--- src/rtl/alu_share_arbiter.sv ---
`default_nettype none
// ============================================================================
// Module      : alu_share_arbiter
// Description : Time-shares one W-bit ALU among NREQ requesters. Each
//               transaction is accepted in IDLE, executed for one cycle, and
//               its result is returned on a one-hot valid/ready channel.
//               Optional macro ALU_ARB_FIXED_PRI_EN selects fixed priority
//               (requester 0 highest) instead of round-robin.
// Revision    : 1.0 - initial release
// ============================================================================
module alu_share_arbiter #(
    parameter int NREQ = 4,
    parameter int W    = 7
) (
    input  logic              clk,
    input  logic              reset,
    input  logic [NREQ-1:0]   req_valid,
    output logic [NREQ-1:0]   req_ready,
    input  logic [NREQ*W-1:0] req_a,
    input  logic [NREQ*W-1:0] req_b,
    input  logic [NREQ*3-1:0] req_op,
    output logic [W-1:0]      alu_a,
    output logic [W-1:0]      alu_b,
    output logic [2:0]        alu_op,
    input  logic [W-1:0]      alu_result,
    input  logic              alu_flag,
    output logic [NREQ-1:0]   rsp_valid,
    output logic [W-1:0]      rsp_result,
    output logic              rsp_flag,
    input  logic [NREQ-1:0]   rsp_ready,
    output logic [1:0]        grant_id,
    output logic              busy,
    output logic [7:0]        op_count
);

    localparam logic [NREQ-1:0] c_ONE = NREQ'(1);

    typedef enum logic [1:0] {
        S_IDLE = 2'd0,
        S_EXEC = 2'd1,
        S_RESP = 2'd2
    } state_t;

    state_t            r_state;
    state_t            w_state_nxt;

    logic [W-1:0]      r_alu_a;
    logic [W-1:0]      r_alu_b;
    logic [2:0]        r_alu_op;
    logic [W-1:0]      r_rsp_result;
    logic              r_rsp_flag;
    logic [NREQ-1:0]   r_rsp_valid;
    logic [1:0]        r_grant;
    logic              r_busy;
    logic [7:0]        r_op_count;

    logic [1:0]        w_gnt;
    logic              w_found;
    logic              w_accept;
    logic              w_rsp_done;

`ifdef ALU_ARB_FIXED_PRI_EN
    // Descending scan so the lowest-indexed active requester is the last write.
    always_comb begin
        w_gnt   = 2'd0;
        w_found = 1'b0;
        for (int i = NREQ - 1; i >= 0; i--) begin
            if (req_valid[i]) begin
                w_gnt   = 2'(i);
                w_found = 1'b1;
            end
        end
    end
`else
    logic [1:0] r_ptr;

    // Scan offsets from the pointer downwards so the nearest offset wins.
    always_comb begin
        logic [1:0] v_idx;
        v_idx   = 2'd0;
        w_gnt   = r_ptr;
        w_found = 1'b0;
        for (int k = NREQ - 1; k >= 0; k--) begin
            v_idx = r_ptr + 2'(k);
            if (req_valid[v_idx]) begin
                w_gnt   = v_idx;
                w_found = 1'b1;
            end
        end
    end

    always_ff @(posedge clk) begin
        if (!reset) begin
            r_ptr <= 2'd0;
        end else if (w_accept) begin
            r_ptr <= w_gnt + 2'd1;
        end
    end
`endif

    assign w_accept   = reset && (r_state == S_IDLE) && w_found;
    assign w_rsp_done = (r_state == S_RESP) && rsp_ready[r_grant];
    assign req_ready  = w_accept ? (c_ONE << w_gnt) : '0;

    always_ff @(posedge clk) begin
        if (!reset) begin
            r_state <= S_IDLE;
        end else begin
            r_state <= w_state_nxt;
        end
    end

    always_comb begin
        w_state_nxt = r_state;
        case (r_state)
            S_IDLE:  if (w_found)    w_state_nxt = S_EXEC;
            S_EXEC:                  w_state_nxt = S_RESP;
            S_RESP:  if (w_rsp_done) w_state_nxt = S_IDLE;
            default:                 w_state_nxt = S_IDLE;
        endcase
    end

    // ALU operands change only on an accept, so they stay stable through EXEC.
    always_ff @(posedge clk) begin
        if (!reset) begin
            r_alu_a      <= '0;
            r_alu_b      <= '0;
            r_alu_op     <= '0;
            r_rsp_result <= '0;
            r_rsp_flag   <= 1'b0;
            r_rsp_valid  <= '0;
            r_grant      <= 2'd0;
            r_busy       <= 1'b0;
            r_op_count   <= 8'd0;
        end else begin
            if (w_accept) begin
                r_alu_a  <= req_a[w_gnt*W +: W];
                r_alu_b  <= req_b[w_gnt*W +: W];
                r_alu_op <= req_op[w_gnt*3 +: 3];
                r_grant  <= w_gnt;
            end
            if (r_state == S_EXEC) begin
                r_rsp_result <= alu_result;
                r_rsp_flag   <= alu_flag;
                r_rsp_valid  <= c_ONE << r_grant;
            end
            if (w_rsp_done) begin
                r_rsp_valid <= '0;
                r_op_count  <= r_op_count + 8'd1;
            end
            r_busy <= (w_state_nxt != S_IDLE);
        end
    end

    assign alu_a      = r_alu_a;
    assign alu_b      = r_alu_b;
    assign alu_op     = r_alu_op;
    assign rsp_valid  = r_rsp_valid;
    assign rsp_result = r_rsp_result;
    assign rsp_flag   = r_rsp_flag;
    assign grant_id   = r_grant;
    assign busy       = r_busy;
    assign op_count   = r_op_count;

endmodule
`default_nettype wire

--- config.mk ---
export PLATFORM = sky130hd
export DESIGN_NAME = alu_share_arbiter
export DESIGN_NICKNAME = d
export VERILOG_FILES = /design/src/rtl/alu_share_arbiter.sv
export SDC_FILE = /design/constraint.sdc
export NUM_CORES = 1
export LEC_CHECK = 0
export BUFFER_PORTS_ARGS = -buffer_cell sky130_fd_sc_hd__buf_2
export CELL_PAD_IN_SITES_DETAIL_PLACEMENT = 1
export CELL_PAD_IN_SITES_GLOBAL_PLACEMENT = 1
export CORE_MARGIN = 5
export CORE_UTILIZATION = 34
export CTS_BUF_LIST = sky130_fd_sc_hd__clkbuf_16
export DETAILED_ROUTE_END_ITERATION = 7
export PLACE_DENSITY = 0.86
export SKIP_CTS_REPAIR_TIMING = 1
export SLEW_MARGIN = 20
export SYNTH_ARGS = -nofsm -noshare
export SYNTH_HDL_FRONTEND = slang
export SYNTH_SLANG_ARGS = --single-unit
export TNS_END_PERCENT = 30
--- constraint.sdc ---
create_clock -name clk -period 3.7 [get_ports clk]
set_input_delay 0.555 -clock clk [delete_from_list [all_inputs] [get_ports clk]]
set_output_delay 0.555 -clock clk [all_outputs]
set_load 0.02 [all_outputs]
**Word-level counts from Yosys, hierarchy flattened**

Index checks and enable logic that the tools add are counted.

- Bitwise operators: 1
- $mul: 2
- Add/sub/neg operators: 5
- Mux-type cells: 22
- Shifts and indexed selects: 5
- Magnitude comparators: 5
- Equality and inequality tests: 2
- Div/mod/pow operators: 0
- Reductions and logical operators: 6

Operators by type and width:

| cell | number |
|---|---|
| $shiftx 28x6->7 | 2 |
| $lt 2x3->1 const B | 5 |
| $mux 2 | 6 |
| $shiftx 12x5->3 | 1 |
| $bmux 1 s2 | 5 |
| $mux 1 | 9 |
| $add 8x1->8 const B | 1 |
| $shl 1x2->4 const A | 2 |
| $pmux 2 s3 | 1 |
| $mul 2x3->5 const B | 1 |
| $add 2x1->2 const B | 2 |
| $add 2x2->2 const B | 2 |
| $mul 2x2->4 const B | 1 |
| $mux 4 | 1 |
| $logic_and 1x1->1 | 3 |
| $eq 2x1->1 const B | 1 |
| $eq 2x2->1 const B | 1 |
| $logic_not 2->1 | 1 |
| $reduce_bool 2->1 | 1 |
| $reduce_or 2->1 | 1 |
| $not 1->1 | 1 |

- Register bits after elaboration: 44
- Bits of input ports: 86
- Memories: 0
- Bits in read-only memories: 0
- Bits in writable memories: 0
- Output and inout port bits: 44
- Latch bits: 0

**Depth between registers and ports, before layout**

Gate-level depths: netlist (run 1).

- Word-level depth: 10
- Depth in mapped cells: 7
- Depth with buffers taken out: 7

**Worst setup path before layout (run 1)**

OpenSTA, ideal clock, no wires.

- Path kind: in2out
- Start point: input port req_valid[0]
- End point: output port req_ready[2]
- Required time: 3.145 ns
- Stages on the path: 7
- Path buffers: 1
- Path slack: 1.281 ns
- Data arrival time: 1.864 ns
- Cells stage by stage: nor2_2 -> nand2_1 -> a221oi_2 -> buf_2 -> inv_1 -> ha_1 -> and3_1

- Longest elaborated chain between the ends: 8

Ends and longest elaborated chain:

| what | line | source |
|---|---|---|
| start: declaration | 17 | `input logic [NREQ-1:0] req_valid,` |
| $bmux 1 s2 | 85 | `if (req_valid[v_idx]) begin` |
| $mux 1 (not written as such) | 85 |  |
| $mux 2 (3 in a row) | 85 |  |
| $mux 2 * | 85 |  |
| net w_gnt[0] | 57 | `logic [1:0] w_gnt;` |
| $shl 1x2->4 * | 103 | `assign req_ready = w_accept ? (c_ONE << w_gnt) : '0;` |
| $mux 4 * | 103 |  |
| end: declaration | 18 | `output logic [NREQ-1:0] req_ready,` |

The timed path passes the listed nets; every way through them passes the cells marked *. The select of a mux whose other input is x is not followed.

**Final worst setup path (run 1)**

- Start point: register r_ptr[1]
- End point: output port req_ready[2]

- Longest elaborated chain between the ends: 9

Ends and longest elaborated chain:

| what | line | source |
|---|---|---|
| start: declaration | 75 | `logic [1:0] r_ptr;` |
| start signal: assignment | 96 | `r_ptr <= w_gnt + 2'd1;` |
| $add 2x2->2 | 84 | `v_idx = r_ptr + 2'(k);` |
| $bmux 1 s2 | 85 |  |
| $mux 1 (not written as such) | 85 |  |
| $mux 2 (3 in a row) | 85 |  |
| $mux 2 * | 85 |  |
| net w_gnt[1] | 57 |  |
| $shl 1x2->4 * | 103 |  |
| $mux 4 * | 103 |  |

Marks and branches as above.

==> results of run 1 <==
[area by class of cell]
cell class,instances,area share
Multi-Input combinational cell,172,0.420
Sequential cell,44,0.278
Timing Repair Buffer,133,0.213
Clock buffer,5,0.0395
Tap cell,80,0.0316
Clock inverter,3,0.0118
Inverter,5,0.00592
[worst min-delay path, cell delays in order, from the launching register on]
cell and delay (ns):
dfxtp_1 0.31, nand2_1 0.05, a21oi_1 0.05
[report_power, final]
| group | internal [W] | switching, W |
|---|---|---|
| logic | 0.000227 | 0.000311 |
| registers | 0.000541 | 0.0000507 |
| clock network | 0.000314 | 0.000182 |
[Yosys cell counts (2+ instances only)]
master	n	area [sq um]
dfxtp_1	44	881
nand2_1	40	150
mux2i_1	37	370
o221ai_2	10	150
a21boi_0	8	60.1
and2_1	7	43.8
o221ai_1	7	61.3
and3_1	6	37.5
nand2b_1	6	37.5
xnor2_1	6	52.6
a21oi_1	5	25.0
buf_6	5	56.3
clkbuf_1	5	18.8
ha_1	5	62.6
inv_1	5	18.8
nor2b_1	5	31.3
nand3_1	4	20.0
nor3b_1	3	22.5
buf_12	2	40.0
buf_2	2	10.0
nand4_1	2	12.5
nor2_1	2	7.51
[per-stage QoR]
stage,hold slack (ns),utilization
after floorplan,0.530,-
after global placement,0.441,0.445
after detailed placement,0.453,0.445
after CTS,0.461,0.469
after global routing,0.494,0.469
final,0.458,0.469
[flip-flops by register name, indices dropped and copies added, names as in the netlist]
signal      cells
alu_a           7
alu_b           7
alu_op          3
busy            1
grant_id        2
op_count        8
r_ptr           2
r_state         2
rsp_flag        1
rsp_result      7
rsp_valid       4
[worst max-delay path by stage]
| stage | start | endpoint | slack, ns | cells past startpoint |
|---|---|---|---|---|
| finish | r_ptr[1] | req_ready[2] | 1.07 | 7 |
| global route | r_ptr[1] | req_ready[2] | 0.92 | 7 |
| CTS | r_ptr[1] | req_ready[2] | 1.06 | 7 |
| detailed placement | req_valid[3] | req_ready[2] | 1.09 | 8 |
| global placement | req_valid[3] | req_ready[2] | 1.16 | 8 |
| floorplan | req_valid[0] | req_ready[2] | 1.28 | 7 |
[cell families after synthesis]
family          count (synthesis)
buf+inv                        19
simple gates                   84
mux                            38
flops                          44
xor+xnor                        7
compound gates                 38
fa+ha+maj                       5
[routing by layer]
layer | GRT usage | up-vias
met3 | 0.0579 | 6
met2 | 0.313 | 95
met5 | 0 | -
li1 | - | 1085
met4 | 0.0476 | 0
met1 | 0.179 | 1030
==> metrics.md, run 1 <==
| Metric | Value |
|---|---|
| Required time worst endpoint | 3.14 ns |
| Pin count of the biggest net entering global routing | 28 |
| Gr ovfl total | 0 |
| DRT antenna net count | 0 |
| Worst vdd ir | 0.189 mV |
| Setup crit end kind | output port |
| TritonRoute pass-1 iters | 4 |
| Status | complete, no violations |
| GP Congestion | 0.753 |
| Post-Syn Instances | 235 |
| Largest family of logic cells by synthesized area | simple AND/OR/NAND/NOR gates |
| Worst-path clk slew | 0.06 ns |
| Async S/R FF share, synth | 0 |
| Post-synth EDFFs | 0 |
| Post-Route Skew | 0.00584 ns |
| Power per cell area | 513 nW/um^2 |
| Fmax achieved | 380 MHz |
| Diodes inserted | 0 |
| Synthesized area | 2350 sq um |
| Final instance area | 3170 sq um |
| Global-route wire length before repair | 11.7 mm |
| Hold WC Path Type | reg -> reg |
| GRT Util Overall | 0.168 |
| Fin crit share | 0.712 |
| Post-route minimum period | 2.63 ns |
| Die area | 8660 sq um |
| RSZ-0062 raised after global routing | false |
| Std-Cell Rows | 30 |
| Worst r2r path cells | 6 |
| DP Cell Count | 434 |
| Multi-input gate area | 1330 sq um |
| Most frequent cells in the layout | buf_2 (129), dfxtp_1 (44), nand2_1 (40) |
| WS Path Type | reg -> out |
| Final Net Count | 452 |
| Seq/Total Area, Yosys | 0.375 |
| Commonest non-fill, non-tap cell in the layout | buf_2 |
| Rel. slew slack | 0.488 |
| Port Buffers | 129 |
| Top_reg_cell synth | dfxtp_1 |
| Yosys warns | 0 |
| Top Metal Used | met4 |
| Synth Area in Adders | 0.0267 |
| Dpl hpwl | 5.87 mm |
| Hold depth | 2 |
| CP top delay family | compound AO/OA/AOI/OAI gates |
| Die W | 93.1 um |
| Critical R2R Launch | r_ptr[1] |
| Total design power | 0.00163 W |
| Via density | 5.01 |
| Startpoint Class | flip-flop |
| Xor/xnor share of the synthesized area | 0.0261 |
| #FFs+latches synth | 44 |
| Io pins | 130 |
| Post-synthesis cell type count | 41 |
| Finished Layout Cells | 442 |
| Die Span Y | 93.1 um |
| Post-route DRC | 0 |
| Net Count, Synth | 326 |
| Compound-Gate Fraction of Synth Area | 0.159 |
| Crit path max fanout | 6 |
| Delay of the slowest critical-path stage | 0.47 ns |
| Critical path data arrival time | 2.08 ns |
| Setup TNS | 0 ns |
| Mux cell area share after synthesis | 0.167 |
| Hold EP | rsp_valid[3] |
| M1 wire length | 2.84 mm |
| Vias in the first global route | 2,572 |
| CTS Buf Count | 5 |
| FF-to-FF End | alu_a[1] |
| Initial Utilization | 0.347 |
| CTS H-tree depth | 2 |
| CP cell instances | nor3_1 -> a31oi_1 -> a32oi_1 -> inv_1 -> ha_1 -> and3_1 -> buf_2 |
| Layout cells sized above 1 | 0.436 |
| CTS root buf | clkbuf_16 |
| Endpoints failing setup | 0 |
| Hold Fails Final Rpt | 0 |
| Routed wl met3 | 625 um |
| Reg2Reg Setup Slack | 1.56 ns |
| FILL cells | 839 |
| Core area | 6760 sq um |
| Slowest CP cell | a32oi_1 |
| Max cap viols | 0 |
| Worst-Skew Late Latency | 0.28 ns |
| Worst Hold Launch | rsp_valid[3] |
| CTS tree | yes |
| Synthesized area per cell | 9.98 sq um |
| Post-Synth Simple-Gate Area | 0.184 |
| Met2 wire length | 3.61 mm |
| Worst slew pin tran | 0.767 ns |
| Worst-case clock buffer depth | 2 |
| Final setup margin | 1.07 ns |
| Via Count | 2,216 |
| Initial DRC count | 25 |
| Final WL | 7.14 mm |
| Worst path bufs/invs | 2 |
| Placement-stage cell area | 3010 sq um |
| Sequential cell area | 881 sq um |
| Layout area overhead | 35.1% |
| Pre-CTS setup slack | 1.09 ns |
| Slew Limit Fails | 0 |
| CTS sink cnt | 44 |
| Initial antenna violation count | 0 |
| Per-cell routed wire length | 16.2 um |
| Lkg Pwr | 1.56 nW |
Note: power is estimated with default switching activity, not from simulation.
==> run 2: changes to the inputs <==
--- a/config.mk
+++ b/config.mk
@@ -9,10 +9,10 @@
 export CELL_PAD_IN_SITES_DETAIL_PLACEMENT = 1
 export CELL_PAD_IN_SITES_GLOBAL_PLACEMENT = 1
 export CORE_MARGIN = 5
-export CORE_UTILIZATION = 34
+export CORE_UTILIZATION = 32
 export CTS_BUF_LIST = sky130_fd_sc_hd__clkbuf_16
 export DETAILED_ROUTE_END_ITERATION = 7
-export PLACE_DENSITY = 0.86
+export PLACE_DENSITY = 0.82
 export SKIP_CTS_REPAIR_TIMING = 1
 export SLEW_MARGIN = 20
 export SYNTH_ARGS = -nofsm -noshare
==> constraint.sdc (replaced) <==
create_clock -name clk -period 2.55 [get_ports clk]
set_input_delay 0.3825 -clock clk [delete_from_list [all_inputs] [get_ports clk]]
set_output_delay 0.3825 -clock clk [all_outputs]
set_load 0.02 [all_outputs]
==> run 2 against run 1 <==
Against the previous run: register-to-register slack worse by 0.89 ns; sequential share of layout area decreased by 0.69 points; global-route usage down 2.0 points; non-clock buffer count rose by 2; clock skew is 0.0030 ns lower; worst hold slack got worse by 0.11 ns; cell area grew 2.6%; count of clock-buffer cells in the layout did not move; flip-flop and latch count unchanged; die area is 5.6% higher.
==> metrics.md, run 2 (synthesis results as in run 1) <==
| Metric | Value |
|---|---|
| Status | complete, no violations (unchanged) |
| Die Span Y | 95.6 um (was 93.1 um) |
| Fin crit share | 0.927 |
| Hold depth | 3 (was 2) |
| FF-to-FF End | alu_a[0] (was alu_a[1]) |
| Layout cells sized above 1 | 0.446 (was 0.436) |
| Required time worst endpoint | 2.17 ns (was 3.14 ns) |
| Die area | 9140 sq um (was 8660 sq um) |
| Worst vdd ir | 0.274 mV (was 0.189 mV) |
| Rel. slew slack | 0.523 (was 0.488) |
| FILL cells | 886 (was 839) |
| CTS root buf | clkbuf_16 (unchanged) |
| Via density | 4.82 (was 5.01) |
| Worst setup path end | req_ready[3] (was req_ready[2]) |
| Setup TNS | 0 ns (unchanged) |
| Port Buffers | 129 (unchanged) |
| Worst slew pin tran | 0.714 ns (was 0.767 ns) |
| Crit. Startpoint | r_ptr[1] (unchanged) |
| Via Count | 2,226 (was 2,216) |
| Endpoints failing setup | 0 (unchanged) |
| CTS tree | yes (unchanged) |
| Std-Cell Rows | 31 (was 30) |
| Crit path max fanout | 6 (unchanged) |
| Initial Utilization | 0.325 (was 0.347) |
| Worst-Skew Late Latency | 0.28 ns (about the same) |
| Per-cell routed wire length | 14.5 um (was 16.2 um) |
| Hold Fails Final Rpt | 0 (unchanged) |
| GP Congestion | 0.745 (was 0.753) |
| Max cap viols | 0 (unchanged) |
| Initial DRC count | 54 (was 25) |
| Lkg Pwr | 1.59 nW (was 1.56 nW) |
| Io pins | 130 (unchanged) |
| Worst-case clock buffer depth | 2 (unchanged) |
| Initial antenna violation count | 0 (unchanged) |
| Commonest non-fill, non-tap cell in the layout | buf_2 (unchanged) |
| Startpoint Class | flip-flop (unchanged) |
| Power per cell area | 755 nW/um^2 (was 513 nW/um^2) |
| Post-route DRC | 0 (unchanged) |
| Core area | 7210 sq um (was 6760 sq um) |
| TritonRoute pass-1 iters | 4 (unchanged) |
| Layout area overhead | 38.6% (was 35.1%) |
| Fmax achieved | 423 MHz |
| Largest register FFs | 8 (unchanged) |
| Hold Worst Slack | 0.351 ns (was 0.458 ns) |
| CTS Buf Count | 5 (unchanged) |
| CTS H-tree depth | 2 (unchanged) |
| Diodes inserted | 0 (unchanged) |
| Final WL | 6.68 mm (was 7.14 mm) |
| Critical path data arrival time | 1.98 ns (was 2.08 ns) |
| Total design power | 0.00245 W (was 0.00163 W) |
| GRT Util Overall | 0.148 (was 0.168) |
| Dpl hpwl | 5.46 mm (was 5.87 mm) |
| CTS sink cnt | 44 (unchanged) |
| Worst r2r path cells | 6 (unchanged) |
| Reg2Reg Setup Slack | 0.67 ns (was 1.56 ns) |
| DRT antenna net count | 0 (unchanged) |
| Vias in the first global route | 2,279 (was 2,572) |
| Worst-path clk slew | 0.06 ns (about the same) |
| Pin count of the biggest net entering global routing | 28 (unchanged) |
| Die W | 95.6 um (was 93.1 um) |
| Gr ovfl total | 0 (unchanged) |
| Global-route wire length before repair | 10.8 mm (was 11.7 mm) |
| WS Path Type | reg -> out (unchanged) |
| Slew Limit Fails | 0 (unchanged) |
| Post-Route Skew | 0.00280 ns (was 0.00584 ns) |
| Hold WC Path Type | in -> reg (was reg -> reg) |
| Post-route minimum period | 2.36 ns |
| Critical R2R Launch | r_ptr[0] (was r_ptr[1]) |
| Most frequent cells in the layout | buf_2 (129), dfxtp_1 (44), nand2_1 (40) (unchanged) |
| Final Net Count | 454 (was 452) |
| RSZ-0062 raised after global routing | false (unchanged) |
| Setup crit end kind | output port (unchanged) |
-- run 2: changes by cell type in the layout (fill, tap and decap cells not counted) --
cell	change
clkinv_1	-2
buf_4	+1
bufinv_16	+1
a32oi_2	+1
a32oi_1	-1
buf_12	+1
-- run 2: final cells by class --
cell class	instances	area, sq um	area share
clock buffers	5	125	0.0385
clock inverters	2	60.1	0.0185
inverters	5	18.8	0.00577
multi-input cells	172	1340	0.412
flip-flops and latches	44	881	0.271
well taps	99	124	0.0381
repair buffers	135	703	0.216
-- run 2: power breakdown --
part / switching, W / total, W / internal [W]
registers: 0.0000703 / 0.000856 / 0.000785
logic: 0.000448 / 0.000791 / 0.000343
clock network: 0.000253 / 0.000808 / 0.000555
total: 0.000771 / 0.00245 / 0.00168
-- run 2: critical path: stages (launching register included) --
cell and delay, ns:
dfxtp_1 0.39, nor3_1 0.21, a31oi_1 0.07, a32oi_2 0.37, inv_1 0.12, ha_1 0.21
and3_1 0.16, buf_2 0.16
-- run 2: metal layers --
metal / GRT usage / up-vias / routed length (um)
met1: 0.160 / 1023 / 2550
met2: 0.272 / 98 / 3390
li1: - / 1089 / -
met5: 0 / - / 0
met4: 0.0486 / 0 / 168
met3: 0.0458 / 16 / 573
-- run 2: worst min path at each step --
stage             startpoint  slack [ns]             to
2_1_floorplan          reset        0.51     r_state[1]
4_1_cts        alu_result[0]        0.35  rsp_result[0]
3_3_place_gp       alu_op[1]        0.44      alu_op[1]
6_report       alu_result[3]        0.35  rsp_result[3]
5_1_grt        alu_result[2]        0.35  rsp_result[2]
3_5_place_dp       alu_op[0]        0.45      alu_op[0]
-- run 2: stage by stage --
stage | worst slack (ns) | util | instance area (sq um) | instances
2_1_floorplan | 0.476 | - | 2350 | 235
6_report | 0.187 | 0.451 | 3250 | 462
3_5_place_dp | 0.267 | 0.424 | 3060 | 455
5_1_grt | 0.0943 | 0.451 | 3250 | 462
4_1_cts | 0.0639 | 0.450 | 3240 | 462
3_3_place_gp | 0.402 | 0.424 | 3060 | 455
